### src/rtl/html_char_source_if.sv
// Stream, control and buffer-write signals of html_char_source.
// The slave modport is the block's view; the master modport is the driver's view.
interface html_char_source_if #(
  parameter int CHAR_WIDTH = 8,
  parameter int ADDR_WIDTH = 6
);
  logic                  state_enable;
  logic                  wr_en;
  logic [ADDR_WIDTH-1:0] wr_addr;
  logic [CHAR_WIDTH-1:0] wr_data;
  logic [ADDR_WIDTH:0]   length;
  logic                  out_ready;
  logic [CHAR_WIDTH-1:0] char;
  logic                  char_valid;
  logic                  has_finished;
  logic [ADDR_WIDTH:0]   index;

  modport slave (
    input  state_enable, wr_en, wr_addr, wr_data, length, out_ready,
    output char, char_valid, has_finished, index
  );

  modport master (
    output state_enable, wr_en, wr_addr, wr_data, length, out_ready,
    input  char, char_valid, has_finished, index
  );
endinterface

### src/rtl/html_char_source.sv
// Loadable character buffer streamed out over valid/ready until a NUL or the
// programmed length is reached; feeds the HTML tokenizer's reading stage.
module html_char_source #(
  parameter int CHAR_WIDTH = 8,
  parameter int DEPTH      = 64,
  parameter int ADDR_WIDTH = 6
) (
  input logic               clock,
  input logic               resetn,
  html_char_source_if.slave bus
);
  localparam logic [ADDR_WIDTH:0] DEPTH_W = (ADDR_WIDTH+1)'(DEPTH);

  typedef enum logic [2:0] {
    IDLE   = 3'd0,
    FETCH  = 3'd1,
    CHECK  = 3'd2,
    STREAM = 3'd3,
    DONE   = 3'd4
  } state_e;

  state_e                state_q, state_d;
  logic [ADDR_WIDTH:0]   len_q, len_d;
  logic [ADDR_WIDTH:0]   index_q, index_d;
  logic [CHAR_WIDTH-1:0] char_q, char_d;
  logic                  valid_q, valid_d;
  logic                  fin_q, fin_d;
  logic [CHAR_WIDTH-1:0] rd_data_q;
  logic [CHAR_WIDTH-1:0] mem_q [DEPTH];
  logic                  rd_en_s;
  logic [ADDR_WIDTH-1:0] rd_addr_s;

  // Buffer: write port plus registered read; nonblocking update gives read-first.
  always_ff @(posedge clock) begin
    if (bus.wr_en && ({1'b0, bus.wr_addr} < DEPTH_W)) begin
      mem_q[bus.wr_addr] <= bus.wr_data;
    end
    if (rd_en_s) begin
      rd_data_q <= mem_q[rd_addr_s];
    end
  end

  // State and registered outputs.
  always_ff @(posedge clock) begin
    if (!resetn) begin
      state_q <= IDLE;
      len_q   <= {(ADDR_WIDTH+1){1'b0}};
      index_q <= {(ADDR_WIDTH+1){1'b0}};
      char_q  <= {CHAR_WIDTH{1'b0}};
      valid_q <= 1'b0;
      fin_q   <= 1'b0;
    end else begin
      state_q <= state_d;
      len_q   <= len_d;
      index_q <= index_d;
      char_q  <= char_d;
      valid_q <= valid_d;
      fin_q   <= fin_d;
    end
  end

  // Next state and outputs; dropping state_enable overrides every transition.
  always_comb begin
    state_d   = state_q;
    len_d     = len_q;
    index_d   = index_q;
    char_d    = char_q;
    valid_d   = valid_q;
    fin_d     = fin_q;
    rd_en_s   = 1'b0;
    rd_addr_s = index_q[ADDR_WIDTH-1:0];
    if (!bus.state_enable) begin
      state_d = IDLE;
      index_d = {(ADDR_WIDTH+1){1'b0}};
      char_d  = {CHAR_WIDTH{1'b0}};
      valid_d = 1'b0;
      fin_d   = 1'b0;
    end else begin
      case (state_q)
        IDLE: begin
          len_d   = (bus.length > DEPTH_W) ? DEPTH_W : bus.length;
          index_d = {(ADDR_WIDTH+1){1'b0}};
          char_d  = {CHAR_WIDTH{1'b0}};
          valid_d = 1'b0;
          fin_d   = 1'b0;
          state_d = FETCH;
        end
        FETCH: begin
          if (index_q == len_q) begin
            fin_d   = 1'b1;
            state_d = DONE;
          end else begin
            rd_en_s = 1'b1;
            state_d = CHECK;
          end
        end
        CHECK: begin
          // A NUL terminates the stream without ever being presented.
          if (rd_data_q == {CHAR_WIDTH{1'b0}}) begin
            fin_d   = 1'b1;
            state_d = DONE;
          end else begin
            char_d  = rd_data_q;
            valid_d = 1'b1;
            state_d = STREAM;
          end
        end
        STREAM: begin
          if (bus.out_ready) begin
            char_d  = {CHAR_WIDTH{1'b0}};
            valid_d = 1'b0;
            index_d = index_q + {{ADDR_WIDTH{1'b0}}, 1'b1};
            state_d = FETCH;
          end else begin
            char_d  = char_q;
            valid_d = 1'b1;
            state_d = STREAM;
          end
        end
        DONE: begin
          char_d  = {CHAR_WIDTH{1'b0}};
          valid_d = 1'b0;
          fin_d   = 1'b1;
          state_d = DONE;
        end
        default: begin
          state_d = IDLE;
          index_d = {(ADDR_WIDTH+1){1'b0}};
          char_d  = {CHAR_WIDTH{1'b0}};
          valid_d = 1'b0;
          fin_d   = 1'b0;
        end
      endcase
    end
  end

  assign bus.char         = char_q;
  assign bus.char_valid   = valid_q;
  assign bus.has_finished = fin_q;
  assign bus.index        = index_q;
endmodule

### src/flat_wrapper.sv
// flat-port wrapper written by rule: the top's interface ports become plain ports
module html_char_source_flat 
#(
  parameter int CHAR_WIDTH = 8,
  parameter int DEPTH      = 64,
  parameter int ADDR_WIDTH = 6
)
  (clock, resetn, bus_state_enable, bus_wr_en, bus_wr_addr, bus_wr_data, bus_length, bus_out_ready, bus_char, bus_char_valid, bus_has_finished, bus_index);
  html_char_source_if #(.CHAR_WIDTH(CHAR_WIDTH), .ADDR_WIDTH(ADDR_WIDTH)) bus_i ();
  input logic clock;
  input logic resetn;
  input wire logic [$bits(bus_i.state_enable)-1:0] bus_state_enable;
  input wire logic [$bits(bus_i.wr_en)-1:0] bus_wr_en;
  input wire logic [$bits(bus_i.wr_addr)-1:0] bus_wr_addr;
  input wire logic [$bits(bus_i.wr_data)-1:0] bus_wr_data;
  input wire logic [$bits(bus_i.length)-1:0] bus_length;
  input wire logic [$bits(bus_i.out_ready)-1:0] bus_out_ready;
  output wire logic [$bits(bus_i.char)-1:0] bus_char;
  output wire logic [$bits(bus_i.char_valid)-1:0] bus_char_valid;
  output wire logic [$bits(bus_i.has_finished)-1:0] bus_has_finished;
  output wire logic [$bits(bus_i.index)-1:0] bus_index;
  assign bus_i.state_enable = bus_state_enable;
  assign bus_i.wr_en = bus_wr_en;
  assign bus_i.wr_addr = bus_wr_addr;
  assign bus_i.wr_data = bus_wr_data;
  assign bus_i.length = bus_length;
  assign bus_i.out_ready = bus_out_ready;
  assign bus_char = bus_i.char;
  assign bus_char_valid = bus_i.char_valid;
  assign bus_has_finished = bus_i.has_finished;
  assign bus_index = bus_i.index;
  html_char_source #(.CHAR_WIDTH(CHAR_WIDTH), .DEPTH(DEPTH), .ADDR_WIDTH(ADDR_WIDTH)) u_core (.clock(clock), .resetn(resetn), .bus(bus_i));
endmodule
### config.mk
export PLATFORM = sky130hd
export DESIGN_NAME = html_char_source_flat
export DESIGN_NICKNAME = d
export VERILOG_FILES = /design/src/rtl/html_char_source_if.sv /design/src/rtl/html_char_source.sv /design/src/flat_wrapper.sv
export SDC_FILE = /design/constraint.sdc
export NUM_CORES = 1
export LEC_CHECK = 0
export CAP_MARGIN = 20
export CORE_MARGIN = 1.5
export CORE_UTILIZATION = 65
export CTS_BUF_LIST = sky130_fd_sc_hd__clkbuf_2 sky130_fd_sc_hd__clkbuf_4 sky130_fd_sc_hd__clkbuf_8
export DETAILED_ROUTE_END_ITERATION = 8
export GPL_ROUTABILITY_DRIVEN = 0
export GPL_TIMING_DRIVEN = 0
export PLACE_DENSITY = 0.87
export SYNTH_ARGS = -nofsm -noshare
export SYNTH_HDL_FRONTEND = slang
export SYNTH_SLANG_ARGS = --single-unit
export TNS_END_PERCENT = 1
### constraint.sdc
create_clock -name clock -period 3.6 [get_ports clock]
set_input_delay 0.36 -clock clock [delete_from_list [all_inputs] [get_ports clock]]
set_output_delay 0.36 -clock clock [all_outputs]
set_load 0.02 [all_outputs]
== Word level (Yosys, flattened, before mapping) ==
Memory sizes are Yosys's and may differ from the RTL's. A register that Yosys moved wholly into a read port is not among the register bits.
Index checks and enable logic that the tools add are counted.
Word-level totals
  memories: 1
  word-level logic and storage cells: 51
  input port bits: 26
  output and inout port bits: 17
  flip-flop bits (word level): 27
  memory bits (writable): 512
Cells by class
  mux-type cells: 21
  $add $sub $neg: 1
  reduce and logical (&&, ||, !) cells: 9
  bitwise gates (word level): 3
  eq/ne operators: 9
  $lt $le $gt $ge: 1
Memory list
  u_core.mem_q: depth 64, width 8, rd ports 1, clocked after Yosys merged registers in 1, write ports 1, line html_char_source.sv:29  | logic [CHAR_WIDTH-1:0] mem_q [DEPTH];
Operator list (count)
  $pmux W8 S3: 1
  $mux W8: 2
  $pmux W3 S5: 1
  $mux W7: 2
  $pmux W7 S2: 1
  $mux W1: 9
  $logic_not A8 Y1: 1
  $reduce_and A2 Y1: 4
  $add A7 B1 Y7 const B: 1
  $eq A7 B7 Y1: 1
  $gt A7 B7 Y1 const B: 1
  $eq A3 B2 Y1 const B: 2
  $mux W3: 2
  $reduce_and A3 Y1: 2
  $ne A2 B1 Y1 const B: 2
  $ne A2 B2 Y1 const B: 2
  $pmux W1 S4: 1
  $eq A3 B1 Y1 const B: 1
  $eq A3 B3 Y1 const B: 1
  $logic_not A3 Y1: 1
  $not A1 Y1: 3
  $pmux W1 S3: 1
  $reduce_or A3 Y1: 1
  $mux W2: 1

== Logic depth before layout (Yosys ltp) ==
  word-level depth: 4
  gate-level depth with buffers: 9
  mapped depth without buffers: 5

== Least setup slack after synthesis ==
Ideal clock, no wire load.
  kind: register -> register
  start point: reg u_core.index_q[3] (netlist: u_core.bus.index[3])
  end point: reg u_core.rd_data_q[0] (read register of u_core.mem_q) (enable)
  arrival: 2.007 ns
  stages on the path, launching flop included: 7
  setup time: 0.398 ns
  period minus slack after synthesis: 2.405 ns
  path buffers: 2
  required time: 3.202 ns
  slack: 1.195 ns
  cell sequence: dfxtp_1 buf_2 buf_2 xnor2_1 nand3_1 or3_1 nor4b_1
Between the ends
  word-level cells in the longest chain between the ends: 4
RTL lines
  from (decl): line html_char_source.sv:24  | logic [ADDR_WIDTH:0] index_q, index_d;
  from (signal assigned): line html_char_source.sv:48  | index_q <= {(ADDR_WIDTH+1){1'b0}};
  from (signal assigned): line html_char_source.sv:55  | index_q <= index_d;
  $eq A7 B7 Y1: line html_char_source.sv:89  | if (index_q == len_q) begin
  $mux W1: line html_char_source.sv:89
  $mux W1: line html_char_source.sv:79  | case (state_q)
  $mux W1: line html_char_source.sv:72  | if (!bus.state_enable) begin
  via u_core.rd_en_s: line html_char_source.sv:30  | logic rd_en_s;
  to (decl): line html_char_source.sv:28  | logic [CHAR_WIDTH-1:0] rd_data_q;
The timed path passes the listed nets, and every way through them passes these cells.
A chain may end at the register's enable or synchronous reset.

== Worst setup path in the final report ==
  start point: reg u_core.index_q[0] (netlist: u_core.bus.index[0])
  end point: reg u_core.rd_data_q[0] (read register of u_core.mem_q), data pin
Between the ends
  word-level cells in the longest chain between the ends: 4
RTL lines (line)
  $eq A7 B7 Y1: html_char_source.sv:89
  $mux W1: html_char_source.sv:89
  $mux W1: html_char_source.sv:79
  $mux W1: html_char_source.sv:72
Several ways; a longest one is shown, not always the timed one.

==> flow_metrics.tcl <==
set metrics [dict create \
    grt_overflow 0 \
    critPathSlowestCell "mux4_2" \
    drtPass1Iterations 5 \
    finalClockSkew_ps 27.52 \
    drive_gt1_share_pct 24.31 \
    p_leak_nw 7.462 \
    coreArea_um2 32450 \
    drv_cap 0 \
    p_sw_w 0.002474 \
    synth_top_flop_cell "edfxtp_1" \
    hold-worst-slack_ps 27.70 \
    ys_ff_latch 547 \
    synth-edff-count 520 \
    setup_viol 0 \
    vdd_drop_max_mv 0.3356 \
    syn-instance-count 1109 \
    post-route-util_pct 74.17 \
    vias_per_cell 6.669 \
    cts_hold_buf 0 \
    timing.critical_path.buf_inv 2 \
    status "finished clean" \
    power.share.combinational_pct 2.2 \
    p_sw_share_pct 20.24 \
    die_h_um 184.4 \
    worstHoldPathType "in -> reg" \
    cpLargestDelayFamily "buffers and inverters" \
    clockPowerShare_pct 40.4 \
    nets 1267 \
    clock.fmax_ghz 0.3353 \
    crit_chain "buf_2 -> buf_2 -> mux4_2 -> a22oi_1 -> nand4_1 -> nand2_1 -> o211ai_1" \
    cp.arrival_ps 3290 \
    drc 0 \
    finalCritPeriodShare_pct 82.83 \
    antenna_found_initial 0 \
    worst_pin_slew_ps 894.5 \
    tns_ps 0 \
    synth_cell_types 49 \
    netlist_area_um2 21400 \
    ctsResizeCount 0 \
    portBuffers 39 \
    cts_buffers 82 \
    crit_path_start "u_core.bus.index[0]$_SDFFE_PN0P_" \
    yosysTopAreaCellShare_pct 72.98 \
    wl_um 48610 \
    grt_max_degree 61 \
    synth_nets 1136 \
    relSlewSlack_pct 40.21 \
    critical_path_class "reg -> reg" \
    final_max_slew_viol_count 0 \
    antenna_left 0 \
    start_util_pct 65.93 \
    syn_to_final_growth_pct 12.50 \
    regToRegSetupSlack_ps 620 \
    hp-start "bus_wr_data[4]" \
    die_area_um2 34020 \
    synthTopCellsByArea "edfxtp_1, mux4_2, dfxtp_1, nor2_1, a22oi_1" \
    root_buffer "clkbuf_8" \
    syn_avg_cell_area_um2 19.29 \
    rows 66 \
    finalPower_w 0.01223 \
    track_usage_pct 29.86 \
    async_flop_share_pct 0 \
    ys_seq_area_share_pct 75.50 \
    ios 43 \
    h-tree-depth 3 \
    drt_iter0_drc 1740 \
    hpwl_um 31050 \
    cts_tree "built" \
    synth_top_area_cell "edfxtp_1" \
    rr_startpoint "u_core.bus.index[0]$_SDFFE_PN0P_" \
    clk_latency_ps 630 \
    p_int_w 0.009752 \
    cpPeakStageDelay_ps 570 \
    p_per_area_nw_per_um2 507.9 \
    start_kind "flop" \
    path_clk_slew_ps 60 \
    cts.sinks 547 \
    cpMostUsedCell "buf_2" \
    cp_max_fo 10 \
    wl_per_cell_um 27.84 \
    post_cts_buffers 0 \
    finalHoldViolations 0 \
    p_seq_share_pct 57.5 \
    rsz0062_at_grt "no" \
    num_vias 11644 \
    grt_pass1_wl_um 72420 \
    grt_pass1_vias 11780 \
    antenna_cells 0 \
    dieWidth_um 184.4 \
    min_period_ps 2982 \
    synth_warnings 0 \
    clockBufferDepth 3 \
    required_ps 3910 \
    crit_path_end_kind "flop" \
]
## flip-flops by register name, summed over array words and instances (netlist names)
register and cells:
u_core.mem_q 512, u_core.bus.char 8, u_core.rd_data_q 8, u_core.bus.index 7
u_core.len_q 7, u_core.state_q 3, u_core.bus.char_valid 1, u_core.bus.has_finished 1
## cells in the final DEF (no fill, tap or decap), types with 25 or more instances in the layout
| cell | count |
|---|---|
| clkbuf_4 | 39 |
| buf_2 | 27 |
| dfxtp_1 | 27 |
| clkbuf_8 | 89 |
| mux2i_1 | 25 |
| nand2_1 | 43 |
| a22oi_1 | 39 |
| mux4_2 | 106 |
| nor2_1 | 89 |
| edfxtp_1 | 520 |
| clkdlybuf4s50_1 | 31 |
## logic make-up after synthesis
| logic type | count (synthesis) | share of synthesized area, % |
|---|---|---|
| flip-flops | 547 | 75.50 |
| AO/OA/AOI/OAI | 113 | 3.941 |
| XOR/XNOR | 12 | 0.4912 |
| buffers and inverters | 66 | 1.743 |
| adder cells (fa/ha/maj) | 1 | 0.05847 |
| multiplexers | 151 | 13.38 |
| AND/OR/NAND/NOR | 219 | 4.883 |
## cells in the mapped netlist, types with 3 or more instances
cell and n:
nor2_1 89, edfxtp_1 520, nand3_1 23, a21oi_1 5, nand4_1 5, a221oi_1 13
or3_1 4, nand2b_1 10, nand3b_1 10, a21boi_0 7, buf_1 5, a31oi_1 3
and2_1 3, buf_2 19, nand2_1 43, o221ai_1 6, o22ai_1 8, nor2b_1 12
inv_1 3, mux2_2 20, buf_6 9, o21ai_0 8, a211oi_1 9, a22oi_1 39
dfxtp_1 27, a22o_1 8, mux2i_1 25, clkbuf_1 21, xnor2_1 7, buf_4 9
mux4_2 106, and3_1 8, xor2_1 5
## power by group through the flow
stage | Sequential [W] | Clock, W | Combinational [W]
floorplan | 0.00715 | 0 | 0.0000823
global placement | 0.00717 | 0 | 0.000229
detailed placement | 0.00716 | 0 | 0.000260
CTS | 0.00702 | 0.00494 | 0.000261
global route | 0.00702 | 0.00520 | 0.000283
finish | 0.00702 | 0.00494 | 0.000266
## through the flow
stage | setup slack, ps | std cells | instance area, um^2
2_1_floorplan | 1195 | 1109 | 21400
3_3_place_gp | 540.3 | 1590 | 22340
3_5_place_dp | 627.3 | 1598 | 22470
4_1_cts | 775.7 | 1746 | 24070
5_1_grt | 628.7 | 1746 | 24070
6_report | 618.0 | 1746 | 24070
## path summary, 6_finish.rpt
path / end / depth (start not counted)
setup reg to reg: u_core.rd_data_q[0]$_DFFE_PP_ / 7
hold reg to reg: u_core.len_q[1]$_SDFFE_PN0P_ / 2
hold / removal: u_core.mem_q[53][4]$_DFFE_PP_ / 1
setup / recovery: u_core.rd_data_q[0]$_DFFE_PP_ / 7
## routing by layer
metal	share of wire [%]	track usage [%]
met5	0	0
met2	48	46.79
met1	36	40.45
met3	12	8.279
met4	3.5	11.77
## final cells by class
cell class	instances	area, um^2
Buffer	63	361.6
Tap cell	442	553.0
Clock inverter	20	87.58
Timing Repair Buffer	47	510.5
Multi-Input combinational cell	496	4875
Inverter	3	11.26
Sequential cell	547	16160
Clock buffer	128	1518
Fill cell	1715	8382
No activity file was read; power rests on OpenSTA's default activity.
